$ cat config.mk
export PLATFORM = sky130hd
export DESIGN_NAME = serial_subtractor
export DESIGN_NICKNAME = d
export VERILOG_FILES = /design/src/rtl/serial_subtractor.sv
export SDC_FILE = /design/constraint.sdc
export NUM_CORES = 1
export LEC_CHECK = 0
export BUFFER_PORTS_ARGS = -buffer_cell sky130_fd_sc_hd__buf_2
export CAP_MARGIN = 20
export CORE_AREA = 4 4 46 48
export DETAILED_ROUTE_END_ITERATION = 16
export DIE_AREA = 0 0 50 52
export GPL_ROUTABILITY_DRIVEN = 1
export PLACE_DENSITY_LB_ADDON = 0.12
export SYNTH_ARGS = -nofsm -noshare
export SYNTH_HDL_FRONTEND = slang
export SYNTH_SLANG_ARGS = --single-unit
$ cat constraint.sdc
create_clock -name clk -period 3.2 [get_ports clk]
set_clock_uncertainty 0.1 [all_clocks]
set_input_delay 0.48 -clock clk [delete_from_list [all_inputs] [get_ports clk]]
set_output_delay 0.48 -clock clk [all_outputs]
set_load 0.02 [all_outputs]
$ cat src/rtl/serial_subtractor.sv
// Bit-serial WIDTH-bit subtractor: a - b - bin, one bit per clock, LSB first.
// Operands enter through a valid/ready handshake; the result leaves through another.
module serial_subtractor #(
  parameter int WIDTH = 4
) (
  input  logic             clk,
  input  logic             rst_n,
  input  logic             in_valid,
  output logic             in_ready,
  input  logic [WIDTH-1:0] a,
  input  logic [WIDTH-1:0] b,
  input  logic             bin,
  output logic             out_valid,
  input  logic             out_ready,
  output logic [WIDTH-1:0] diff,
  output logic             bout
);
  localparam int CW = $clog2(WIDTH);

  typedef enum logic [1:0] {IDLE = 2'd0, RUN = 2'd1, DONE = 2'd2} state_t;

  state_t           state, state_nxt;
  logic [WIDTH-1:0] a_sh, b_sh;
  logic             br;
  logic [CW-1:0]    count;
  logic             last;
  logic             d_bit, br_nxt;

  assign last   = (count == CW'(WIDTH - 1));
  assign d_bit  = a_sh[0] ^ b_sh[0] ^ br;
  assign br_nxt = (~a_sh[0] & b_sh[0]) | (~(a_sh[0] ^ b_sh[0]) & br);

  // Handshake outputs decode from the state register only.
  assign in_ready  = (state == IDLE);
  assign out_valid = (state == DONE);

  always_comb begin
    state_nxt = state;
    case (state)
      IDLE:    if (in_valid)  state_nxt = RUN;
      RUN:     if (last)      state_nxt = DONE;
      DONE:    if (out_ready) state_nxt = IDLE;
      default:                state_nxt = IDLE;
    endcase
  end

  always_ff @(posedge clk or negedge rst_n) begin
    if (!rst_n) state <= IDLE;
    else        state <= state_nxt;
  end

  // Operands shift right so the active bit always sits at position 0.
  always_ff @(posedge clk or negedge rst_n) begin
    if (!rst_n) begin
      a_sh  <= '0;
      b_sh  <= '0;
      br    <= 1'b0;
      count <= '0;
      diff  <= '0;
      bout  <= 1'b0;
    end else begin
      case (state)
        IDLE: if (in_valid) begin
          a_sh  <= a;
          b_sh  <= b;
          br    <= bin;
          count <= '0;
          diff  <= '0;
        end
        RUN: begin
          diff <= {d_bit, diff[WIDTH-1:1]};
          a_sh <= a_sh >> 1;
          b_sh <= b_sh >> 1;
          br   <= br_nxt;
          if (last) begin
            bout  <= br_nxt;
            count <= '0;
          end else begin
            count <= count + 1'b1;
          end
        end
        default: ;
      endcase
    end
  end
endmodule
==> Word-level counts from Yosys, hierarchy flattened <==
Cells that the tools add are included.
{ "op_classes": {"n_div": 0, "add_sub_neg": 1, "mux": 15, "n_bitwise": 7, "reduce_logical": 5, "order_cmp": 0, "n_shift": 0, "eq_ne": 6, "multipliers": 0} }
{ "op_table": {"columns": ["operator", "n"], "rows": [
  ["4-bit one-hot mux with 2 select lines", 3],
  ["4-bit 2-to-1 mux", 3],
  ["2-bit 2-to-1 mux", 5],
  ["2-bit one-hot mux with 3 select lines", 1],
  ["2-bit equality test (second input constant)", 2],
  ["2-bit != test (second input constant)", 2],
  ["2-bit one-hot mux with 2 select lines", 1],
  ["2-bit AND reduction", 2],
  ["3-bit AND reduction", 1],
  ["2-bit by 1-bit adder with 2-bit output (second input constant)", 1],
  ["1-bit bitwise AND", 2],
  ["2-bit by 1-bit equality test with 1-bit output (second input constant)", 1],
  ["2-bit zero test", 1],
  ["2-bit by 1-bit != test with 1-bit output (second input constant)", 1],
  ["1-bit NOT", 2],
  ["1-bit one-hot mux with 2 select lines", 1],
  ["2-bit nonzero test", 1],
  ["1-bit XOR", 2],
  ["1-bit 2-to-1 mux", 1],
  ["1-bit bitwise OR", 1]
]} }
{ "word_totals": {"out_inout_bits": 7, "romBits": 0, "ram_bits": 0, "elab_cells": 41, "memories": 0, "latchBits": 0, "regBits": 18} }

==> Logic depth before layout (Yosys ltp) <==
Gate-level depths: netlist of run 1.
{ "depth": {"ltp_word": 5, "ltp_mapped": 4} }

==> Least setup slack after synthesis of run 1 <==
OpenSTA, ideal clock, no wires.
{ "synth_path": {"kind": "register -> output", "from": "reg state[0]", "to": "out in_ready", "t_required_ps": 2620, "stages_incl_launch_ff": 3, "arrival_time_ps": 859, "setup_slack_ps": 1761, "n_path_buf": 1, "path_cell_list": "dfrtp_1 -> buf_6 -> nor2_1"} }
{ "synth_via": {"elab_chain_cells": 1} }
{ "synth_lines": {"columns": ["item", "line", "rtl"], "rows": [
  ["start, declared", "22", "state_t state, state_nxt;"],
  ["start signal, assigned", "49", "else state <= state_nxt;"],
  ["2-bit zero test", "34", "assign in_ready = (state == IDLE);"],
  ["end, declared", "9", "output logic in_ready,"]
]} }
Every way passes these cells.

==> Worst setup path in the final report of run 1 <==
{ "layout_path": {"from": "reg state[1]", "to": "out out_valid"} }
{ "layout_via": {"elab_chain_cells": 1} }
{ "layout_lines": {"columns": ["item", "line", "rtl"], "rows": [
  ["2-bit equality test", "35", "assign out_valid = (state == DONE);"],
  ["end, declared", "13", "output logic out_valid,"]
]} }
Every way passes these cells.

==> results of run 1 <==
-- cells by family (layout without fill, tap and decap cells) --
group	Yosys count	in the layout	share of synthesized area [%]
compound gates	29	29	27.37
flops	18	18	51.06
simple gates	16	16	11.91
buf+inv	8	29	5.956
fa+ha+maj	2	2	3.688
-- through the flow --
step           std cells  util (%)  power [uW]  area (um2)
6_report             119     59.78        1057        1021
5_1_grt              119     59.78        1153        1021
4_1_cts              119     59.78        1074        1021
3_5_place_dp         114     57.07       928.4       974.7
3_3_place_gp         114     57.07       917.2       974.7
2_1_floorplan         73         -       817.1       882.1
-- metal layers --
layer  GRT usage (%)  vias to the layer above  part of all wire, %
li1                -                      314                    -
met1           19.71                      308                   47
met2           25.43                       17                   45
met3           3.725                        4                  5.5
met4           9.677                        0                  1.9
met5               0                        -                    0
-- sequential cells by signal (all words and copies together) (netlist names) --
signal	flops
bout	1
a_sh	4
diff	4
state	2
b_sh	4
br	1
count	2
-- layout make-up --
type	count	area [um2]
flip-flops and latches	18	450.4
clock buffers	4	36.28
inverters	5	18.77
well taps	25	31.28
repair buffers	20	105.1
fillers	154	686.9
multi-input cells	47	379.1
-- power by group through the flow --
stage	Clock [uW]	Sequential, uW	Combinational (uW)
3_5_place_dp	0	442	486
4_1_cts	147	438	490
6_report	140	437	481
2_1_floorplan	0	435	383
5_1_grt	160	457	536
3_3_place_gp	0	439	478
-- cell usage in the layout (no fill, tap or decap), types with 2 or more instances in the layout --
master	synthesis	final
buf_2	0	19
nor2_1	2	2
o31ai_1	2	2
dfrtp_1	18	18
a21oi_1	4	4
nand2_1	3	3
nand2b_1	2	2
nor2_2	2	2
inv_1	4	4
nand3b_1	2	2
a22o_1	5	5
o22ai_1	7	7
clkbuf_4	0	3
o21ai_0	3	3
-- timing repair --
item	CTS	global route
hold buffers	1	0
setup endpoints to repair	0	0
hold endpoints to repair	18	0
-- path summary, 6_finish.rpt --
check / start / to / slack, ns / cells past startpoint
setup reg to reg: state[0] / count[1] / 1.73 / 3
max in group asynchronous: rst_n / b_sh[3] / 2.18 / 2
setup / recovery: state[1] / out_valid / 1.25 / 3
hold / removal: out_ready / state[1] / 0.25 / 2
hold reg to reg: bout / bout / 0.40 / 2
min in group asynchronous: rst_n / diff[2] / 0.53 / 2
==> flow_metrics.env, run 1 <==
export IMPL_io_pins=20
export IMPL_hp_class="in -> reg"
export IMPL_p_sw_share_pct=40.46
export IMPL_fp_row_count=15
export IMPL_grt_usage_pct=16.03
export IMPL_yosys_register_bits=18
export IMPL_wl_per_cell_um=14.24
export IMPL_vias_per_cell=5.403
export IMPL_path_clk_slew_ns=0.10
export IMPL_power_leakage_uw=0.0004779
export IMPL_cts_resized=0
export IMPL_combPwrFrac_pct=45.5
export IMPL_area_growth_pct=15.74
export IMPL_path_cells="inv_2 -> nor2_1 -> buf_2"
export IMPL_hold_viol=0
export IMPL_drtIter0Drc=7
export IMPL_finalSetupTns_ns=0
export IMPL_tritoncts="built"
export IMPL_grt_pass1_wl_um=3022
export IMPL_final_antenna_net_count=0
export IMPL_worst_slack_ns=1.254
export IMPL_min_period_over_period_pct=60.80
export IMPL_place_congestion=0.7544
export IMPL_final_setup_viol_count=0
export IMPL_clock_fmax_mhz=514.0
export IMPL_min_period_ns=1.946
export IMPL_cpPeakStageDelay_ns=0.63
export IMPL_cts_sinks=18
export IMPL_diodes=0
export IMPL_routed_wl_um=1695
export IMPL_die_w_um=50
export IMPL_whs_ns=0.2529
export IMPL_floorplan_initialDensity_pct=51.65
export IMPL_hpwlAfterDp_um=1267
export IMPL_synth_common_cells="18 x dfrtp_1, 7 x o22ai_1, 5 x a22o_1"
export IMPL_worst_path_buf_inv=2
export IMPL_rsz0062_at_grt="no"
export IMPL_via_count=643
export IMPL_p_switching_uw=427.7
export IMPL_crit_family="flip-flops"
export IMPL_syn_area_um2=882.1
export IMPL_cts_buffer_depth=2
export IMPL_critPathKind="reg -> out"
export IMPL_end_kind="primary output"
export IMPL_clk_latency_ns=0.29
export IMPL_core_area_um2=1708
export IMPL_p_per_area_nw_per_um2=1036
export IMPL_start_kind="flop"
export IMPL_synth_most_common_cell="dfrtp_1"
export IMPL_synth_fp_nets=88
export IMPL_synth_area_leaders="dfrtp_1 51%, a22o_1 5.0%, o22ai_1 5.0%, buf_6 3.8%, a21oi_1 2.3%"
export IMPL_synth_warnings=0
export IMPL_ys_types=29
export IMPL_io_buffers=19
export IMPL_pre_cts_ws_ns=1.608
export IMPL_first_pass_iters=3
export IMPL_drv_cap=0
export IMPL_nNetsFinal=110
export IMPL_cts_setup_buffers=0
export IMPL_drive_gt1_share_pct=36.17
export IMPL_antenna_found_initial=0
export IMPL_yosysSeqAreaShare_pct=51.06
export IMPL_grt_pass1_vias=669
export IMPL_h_tree_depth=1
export IMPL_worst_pin_slew_ns=0.4475
export IMPL_dieHeight_um=52
export IMPL_synth_edf_count=0
export IMPL_synth_flop_cell="dfrtp_1"
export IMPL_synth_top_area_share_pct=51.06
export IMPL_cp_data_required_time_ns=2.62
export IMPL_drc=0
export IMPL_crit_arrival_ns=1.37
export IMPL_status="completed"
export IMPL_cp_max_fo=12
export IMPL_cellInternalPower_uw=629.6
export IMPL_vdd_drop_max_uv=483.2
export IMPL_synth_top_area_cell="dfrtp_1"
export IMPL_dieArea_um2=2600
export IMPL_syn_inst=73
export IMPL_syn_area_per_cell_um2=12.08
export IMPL_cp_slowest_cell="dfrtp_1"
export IMPL_slew_headroom_pct=70.17
export IMPL_finalMaxSlewViolations=0
export IMPL_power_clock_fraction_pct=13.2
export IMPL_grt_start_max_net_pins=19
export IMPL_root_buffer="clkbuf_4"
export IMPL_cts_buffers_inserted=3
export IMPL_gr_total_overflow=0
export IMPL_synth_async_reset_ratio_pct=100.0
export IMPL_p_seq_share_pct=41.3
Power figures use the tool's default switching activity.
==> run 2, diff against run 1 <==
--- a/config.mk
+++ b/config.mk
@@ -7,9 +7,9 @@
 export LEC_CHECK = 0
 export BUFFER_PORTS_ARGS = -buffer_cell sky130_fd_sc_hd__buf_2
 export CAP_MARGIN = 20
-export CORE_AREA = 4 4 46 48
+export CORE_AREA = 4 4 49 51
 export DETAILED_ROUTE_END_ITERATION = 16
-export DIE_AREA = 0 0 50 52
+export DIE_AREA = 0 0 53 55
 export GPL_ROUTABILITY_DRIVEN = 1
 export PLACE_DENSITY_LB_ADDON = 0.12
 export SYNTH_ARGS = -nofsm -noshare
==> constraint.sdc (replaced) <==
create_clock -name clk -period 1.63 [get_ports clk]
set_clock_uncertainty 0.1 [all_clocks]
set_input_delay 0.2445 -clock clk [delete_from_list [all_inputs] [get_ports clk]]
set_output_delay 0.2445 -clock clk [all_outputs]
set_load 0.02 [all_outputs]
==> run 2 against run 1 <==
  * First-iteration DRC count rose to 2.6 times the previous value
  * Final area is 2.8% higher
  * Clock power increased by 100%
==> flow_metrics.env, run 2 (same netlist as run 1, synthesis figures left out) <==
export IMPL_final_fill_count=186
export IMPL_root_buffer="clkbuf_4"
export IMPL_finalSetupTns_ns=0
export IMPL_critPathKind="reg -> out"
export IMPL_diodes=0
export IMPL_place_congestion=0.7176
export IMPL_status="completed"
export IMPL_io_pins=20
export IMPL_hpwlAfterDp_um=1287
export IMPL_cpPeakStageDelay_ns=0.49
export IMPL_routed_wl_um=1767
export IMPL_vdd_drop_max_uv=976.5
export IMPL_final_antenna_net_count=0
export IMPL_vias_per_cell=5.355
export IMPL_drc=0
export IMPL_cts_buffers_inserted=3
export IMPL_busiest_layer="met2"
export IMPL_crit_reg2reg_launch="state[1]"
export IMPL_hold_viol=0
export IMPL_clk_latency_ns=0.30
export IMPL_use_met1_pct=17.14
export IMPL_final_cell_area_um2=1050
export IMPL_die_w_um=53
export IMPL_wl_per_cell_um=14.25
export IMPL_fp_row_count=16
export IMPL_cts_buffer_depth=2
export IMPL_dieHeight_um=55
export IMPL_tritoncts="built"
export IMPL_grt_usage_pct=14.58
export IMPL_path_clk_slew_ns=0.10
export IMPL_path_cells="inv_2 -> nor2_1 -> buf_2"
export IMPL_use_met3_pct=3.217
export IMPL_power_uw=2107
export IMPL_cp_slowest_cell="dfrtp_2"
export IMPL_drive_gt1_share_pct=38.14
export IMPL_final_common_cell="buf_2"
export IMPL_io_buffers=19
export IMPL_core_area_um2=1942
export IMPL_min_to="b_sh[3]"
export IMPL_cp_max_fo=10
export IMPL_power_leakage_uw=0.0004906
export IMPL_worstHoldPathCells=3
export IMPL_clock_fmax_mhz=659.0
export IMPL_multi_input_area_um2=379.1
export IMPL_reg2regPathDepth=4
export IMPL_h_tree_depth=1
export IMPL_seq_area_um2=451.7
export IMPL_slew_headroom_pct=73.24
export IMPL_grt_start_max_net_pins=19
export IMPL_final_setup_viol_count=0
export IMPL_via_count=664
export IMPL_floorplan_initialDensity_pct=45.43
export IMPL_area_growth_pct=19.01
export IMPL_ff2ff_setup_slack_ns=0.17
export IMPL_worst_slack_ns=0.1126
export IMPL_layout_common_cells="19 x buf_2, 17 x dfrtp_1, 7 x o22ai_1"
export IMPL_start_kind="flop"
export IMPL_nNetsFinal=113
export IMPL_r2r_end="br"
export IMPL_first_pass_iters=4
export IMPL_hp_start="b[3]"
export IMPL_drtIter0Drc=18
export IMPL_dieArea_um2=2915
export IMPL_pre_cts_ws_ns=0.2478
export IMPL_grt_pass1_wl_um=3042
export IMPL_antenna_found_initial=0
export IMPL_cts_sinks=18
export IMPL_gr_total_overflow=0
export IMPL_hp_class="in -> reg"
export IMPL_end_kind="primary output"
export IMPL_rsz0062_at_grt="no"
export IMPL_finalMaxSlewViolations=0
export IMPL_cp_data_required_time_ns=1.29
export IMPL_use_met2_pct=25.00
export IMPL_p_per_area_nw_per_um2=2007
export IMPL_min_period_ns=1.517
export IMPL_grt_pass1_vias=678
export IMPL_postPlaceCellArea_um2=984.7
export IMPL_drv_cap=0
export IMPL_crit_arrival_ns=1.17
export IMPL_min_period_over_period_pct=93.09
export IMPL_worst_pin_slew_ns=0.4013
export IMPL_biggestRegsByFlops="a_sh x4, b_sh x4, diff x4"
-- run 2: cell type report --
class / instances / area share, %
clock buffers: 4 / 3.456
inverters: 5 / 1.788
well taps: 27 / 3.218
flip-flops and latches: 18 / 43.03
multi-input cells: 47 / 36.11
repair buffers: 23 / 12.40
-- run 2: worst max path at each step --
stage,start,end,cells past startpoint
final,state[1],out_valid,3
after global routing,state[0],in_ready,2
after CTS,state[1],out_valid,3
after detailed placement,state[1],br,3
after global placement,state[1],out_valid,3
after floorplan,state[0],b_sh[2],4
-- run 2: power by group --
| part | total [uW] | internal [uW] | switching [uW] |
|---|---|---|---|
| clock network | 281 | 136 | 145 |
| logic | 987 | 467 | 520 |
| registers | 839 | 658 | 181 |
-- run 2: worst max-delay path: cells and delay by family, from the launching register on --
family                 cells  cell delay [ns]
buffers and inverters      2             0.32
AND/OR/NAND/NOR            1             0.05
flip-flops                 1             0.49
-- run 2: what timing repair did --
action / CTS / global route
endpoints found under the setup margin: 1 / 1
resized for setup: 1 / 0
endpoints found under the hold margin: 19 / 0
hold buffers: 2 / 0
gates cloned: 0 / 0
setup buffers: 0 / 1
-- run 2: through the flow --
| step | util, % | hold slack, ns | instances |
|---|---|---|---|
| 2_1_floorplan | - | -0.1511 | 73 |
| 3_3_place_gp | 50.71 | 0.1041 | 117 |
| 3_5_place_dp | 50.71 | 0.1001 | 117 |
| 4_1_cts | 53.67 | 0.08721 | 123 |
| 5_1_grt | 54.06 | 0.1024 | 124 |
| 6_report | 54.06 | 0.08038 | 124 |
-- run 2: routing by layer --
layer,vias up,share of wire (%)
li1,318,-
met1,321,41
met2,20,52
met3,5,5.1
met4,0,2.2
met5,-,0
==> run 3, diff against run 2 <==
--- a/config.mk
+++ b/config.mk
@@ -11,7 +11,7 @@
 export DETAILED_ROUTE_END_ITERATION = 16
 export DIE_AREA = 0 0 53 55
 export GPL_ROUTABILITY_DRIVEN = 1
-export PLACE_DENSITY_LB_ADDON = 0.12
+export PLACE_DENSITY = 0.78
 export SYNTH_ARGS = -nofsm -noshare
 export SYNTH_HDL_FRONTEND = slang
 export SYNTH_SLANG_ARGS = --single-unit
==> run 3 against run 2 <==
  * Sequential share of layout area fell by 0.74 points
  * Core utilization rose by 1.1 points
  * Worst setup slack improved by 0.023 ns
  * Final cell count is 2.4% higher
  * Sequential cell count unchanged
  * Register-to-register slack better by 0.05 ns
  * Combinational power increased by 7%
  * Die area is the same
  * Clock power down 5%
  * Global-route usage is 0.47 points lower
  * Final area is 2.0% higher
  * Critical endpoint unchanged
  * Largest power group unchanged
==> flow_metrics.env, run 3 (same netlist as run 1, synthesis figures left out) <==
export IMPL_status="completed"
export IMPL_r2r_end="diff[1]"
export IMPL_core_area_um2=1942
export IMPL_power_leakage_uw=0.0005057
export IMPL_reg2regPathDepth=4
export IMPL_p_per_area_nw_per_um2=2027
export IMPL_crit_arrival_ns=1.15
export IMPL_diodes=0
export IMPL_worstHoldPathCells=2
export IMPL_slew_headroom_pct=73.84
export IMPL_critPathKind="reg -> out"
export IMPL_die_w_um=53
export IMPL_clk_latency_ns=0.29
export IMPL_grt_pass1_vias=598
export IMPL_cts_sinks=18
export IMPL_min_period_over_period_pct=91.69
export IMPL_clock_fmax_mhz=669.1
export IMPL_start_kind="flop"
export IMPL_nNetsFinal=116
export IMPL_finalMaxSlewViolations=0
export IMPL_io_buffers=19
export IMPL_grt_pass1_wl_um=2822
export IMPL_area_growth_pct=21.42
export IMPL_cp_data_required_time_ns=1.29
export IMPL_crit_reg2reg_launch="state[0]"
export IMPL_vias_per_cell=5.244
export IMPL_hp_class="in -> reg"
export IMPL_crit_family="flip-flops"
export IMPL_end_kind="primary output"
export IMPL_h_tree_depth=1
export IMPL_first_pass_iters=4
export IMPL_routed_wl_um=1795
export IMPL_dieHeight_um=55
export IMPL_ff2ff_setup_slack_ns=0.22
export IMPL_finalSetupTns_ns=0
export IMPL_final_common_cell="buf_2"
export IMPL_cp_slowest_cell="dfrtp_2"
export IMPL_io_pins=20
export IMPL_vdd_drop_max_uv=1052
export IMPL_min_to="state[1]"
export IMPL_hp_start="out_ready"
export IMPL_grt_usage_pct=14.11
export IMPL_multi_input_area_um2=379.1
export IMPL_place_inst=117
export IMPL_wl_per_cell_um=14.13
export IMPL_drtIter0Drc=16
export IMPL_hold_viol=0
export IMPL_antenna_found_initial=0
export IMPL_final_antenna_net_count=0
export IMPL_seq_area_um2=452.9
export IMPL_layout_common_cells="19 x buf_2, 16 x dfrtp_1, 7 x o22ai_1"
export IMPL_biggestRegsByFlops="a_sh x4, b_sh x4, diff x4"
export IMPL_gr_total_overflow=0
export IMPL_hpwlAfterDp_um=1304
export IMPL_cts_buffer_depth=2
export IMPL_via_count=666
export IMPL_worst_path_buf_inv=2
export IMPL_cpPeakStageDelay_ns=0.46
export IMPL_tritoncts="built"
export IMPL_cp_max_fo=5
export IMPL_drive_gt1_share_pct=42.00
export IMPL_cts_buffers_inserted=3
export IMPL_place_congestion=0.8126
export IMPL_drv_cap=0
export IMPL_dieArea_um2=2915
export IMPL_layoutNonFillerInstCount=127
export IMPL_drc=0
export IMPL_grt_start_max_net_pins=19
export IMPL_path_cells="buf_4 -> nor2_1 -> buf_2"
export IMPL_root_buffer="clkbuf_4"
export IMPL_min_period_ns=1.495
export IMPL_path_clk_slew_ns=0.09
export IMPL_rsz0062_at_grt="no"
export IMPL_worst_pin_slew_ns=0.3924
export IMPL_final_fill_count=186
export IMPL_final_setup_viol_count=0
export IMPL_floorplan_initialDensity_pct=45.43
export IMPL_fp_row_count=16
## run 3: cell count changes in the layout (fill, tap and decap cells not counted), sizes merged
cell,previous run,this run
dlygate4sd3,2,1
buf,21,25
## run 3: what timing repair did
action                                  CTS  global route
hold buffers                              1             0
endpoints found under the setup margin    1             1
resized for setup                         1             1
pin swaps                                 0             0
buffers inserted                          0             5
hold endpoints to repair                 18             0
## run 3: report_power, final
group | internal (uW) | switching [uW]
Combinational | 514 | 550
Clock | 136 | 130
Sequential | 661 | 180
Total | 1310 | 860
## run 3: worst max path at each step
stage	start	end	cells after the start
2_1_floorplan	state[0]	b_sh[2]	4
3_3_place_gp	state[1]	br	3
3_5_place_dp	state[1]	br	3
4_1_cts	state[0]	out_valid	3
5_1_grt	state[1]	out_valid	3
6_report	state[0]	out_valid	3
## run 3: stage by stage
| stage | util (%) | total power [uW] | cell area [um2] | worst slack, ns | hold WS, ns |
|---|---|---|---|---|---|
| finish | 55.15 | 2171 | 1071 | 0.1354 | 0.01604 |
| global route | 55.15 | 2349 | 1071 | 0.04684 | 0.002993 |
| CTS | 53.16 | 2108 | 1032 | 0.01914 | 0.01378 |
| detailed placement | 50.71 | 1836 | 984.7 | 0.2534 | 0.09072 |
| global placement | 50.71 | 1793 | 984.7 | 0.2865 | 0.08871 |
| floorplan | - | 1604 | 882.1 | 0.3073 | -0.1511 |
## run 3: metal layers
layer | vias to the layer above | part of all wire (%) | GRT usage [%]
met5 | - | 0 | 0
met4 | 0 | 1.1 | 6.383
met3 | 2 | 3.2 | 3.217
met2 | 14 | 51 | 22.31
met1 | 323 | 45 | 18.51
li1 | 327 | - | -
## run 3: final cells by class
| class | count | area share (%) |
|---|---|---|
| Tap cell | 27 | 3.154 |
| Inverter | 5 | 1.752 |
| Multi-Input combinational cell | 47 | 35.40 |
| Sequential cell | 18 | 42.29 |
| Timing Repair Buffer | 26 | 14.02 |
| Clock buffer | 4 | 3.388 |
## run 3: worst register-to-register path, delay by kind of cell (launching register included)
kind                   cells  cell delay, ns
AO/OA/AOI/OAI              1            0.25
flip-flops                 1            0.46
AND/OR/NAND/NOR            1            0.11
buffers and inverters      2            0.40
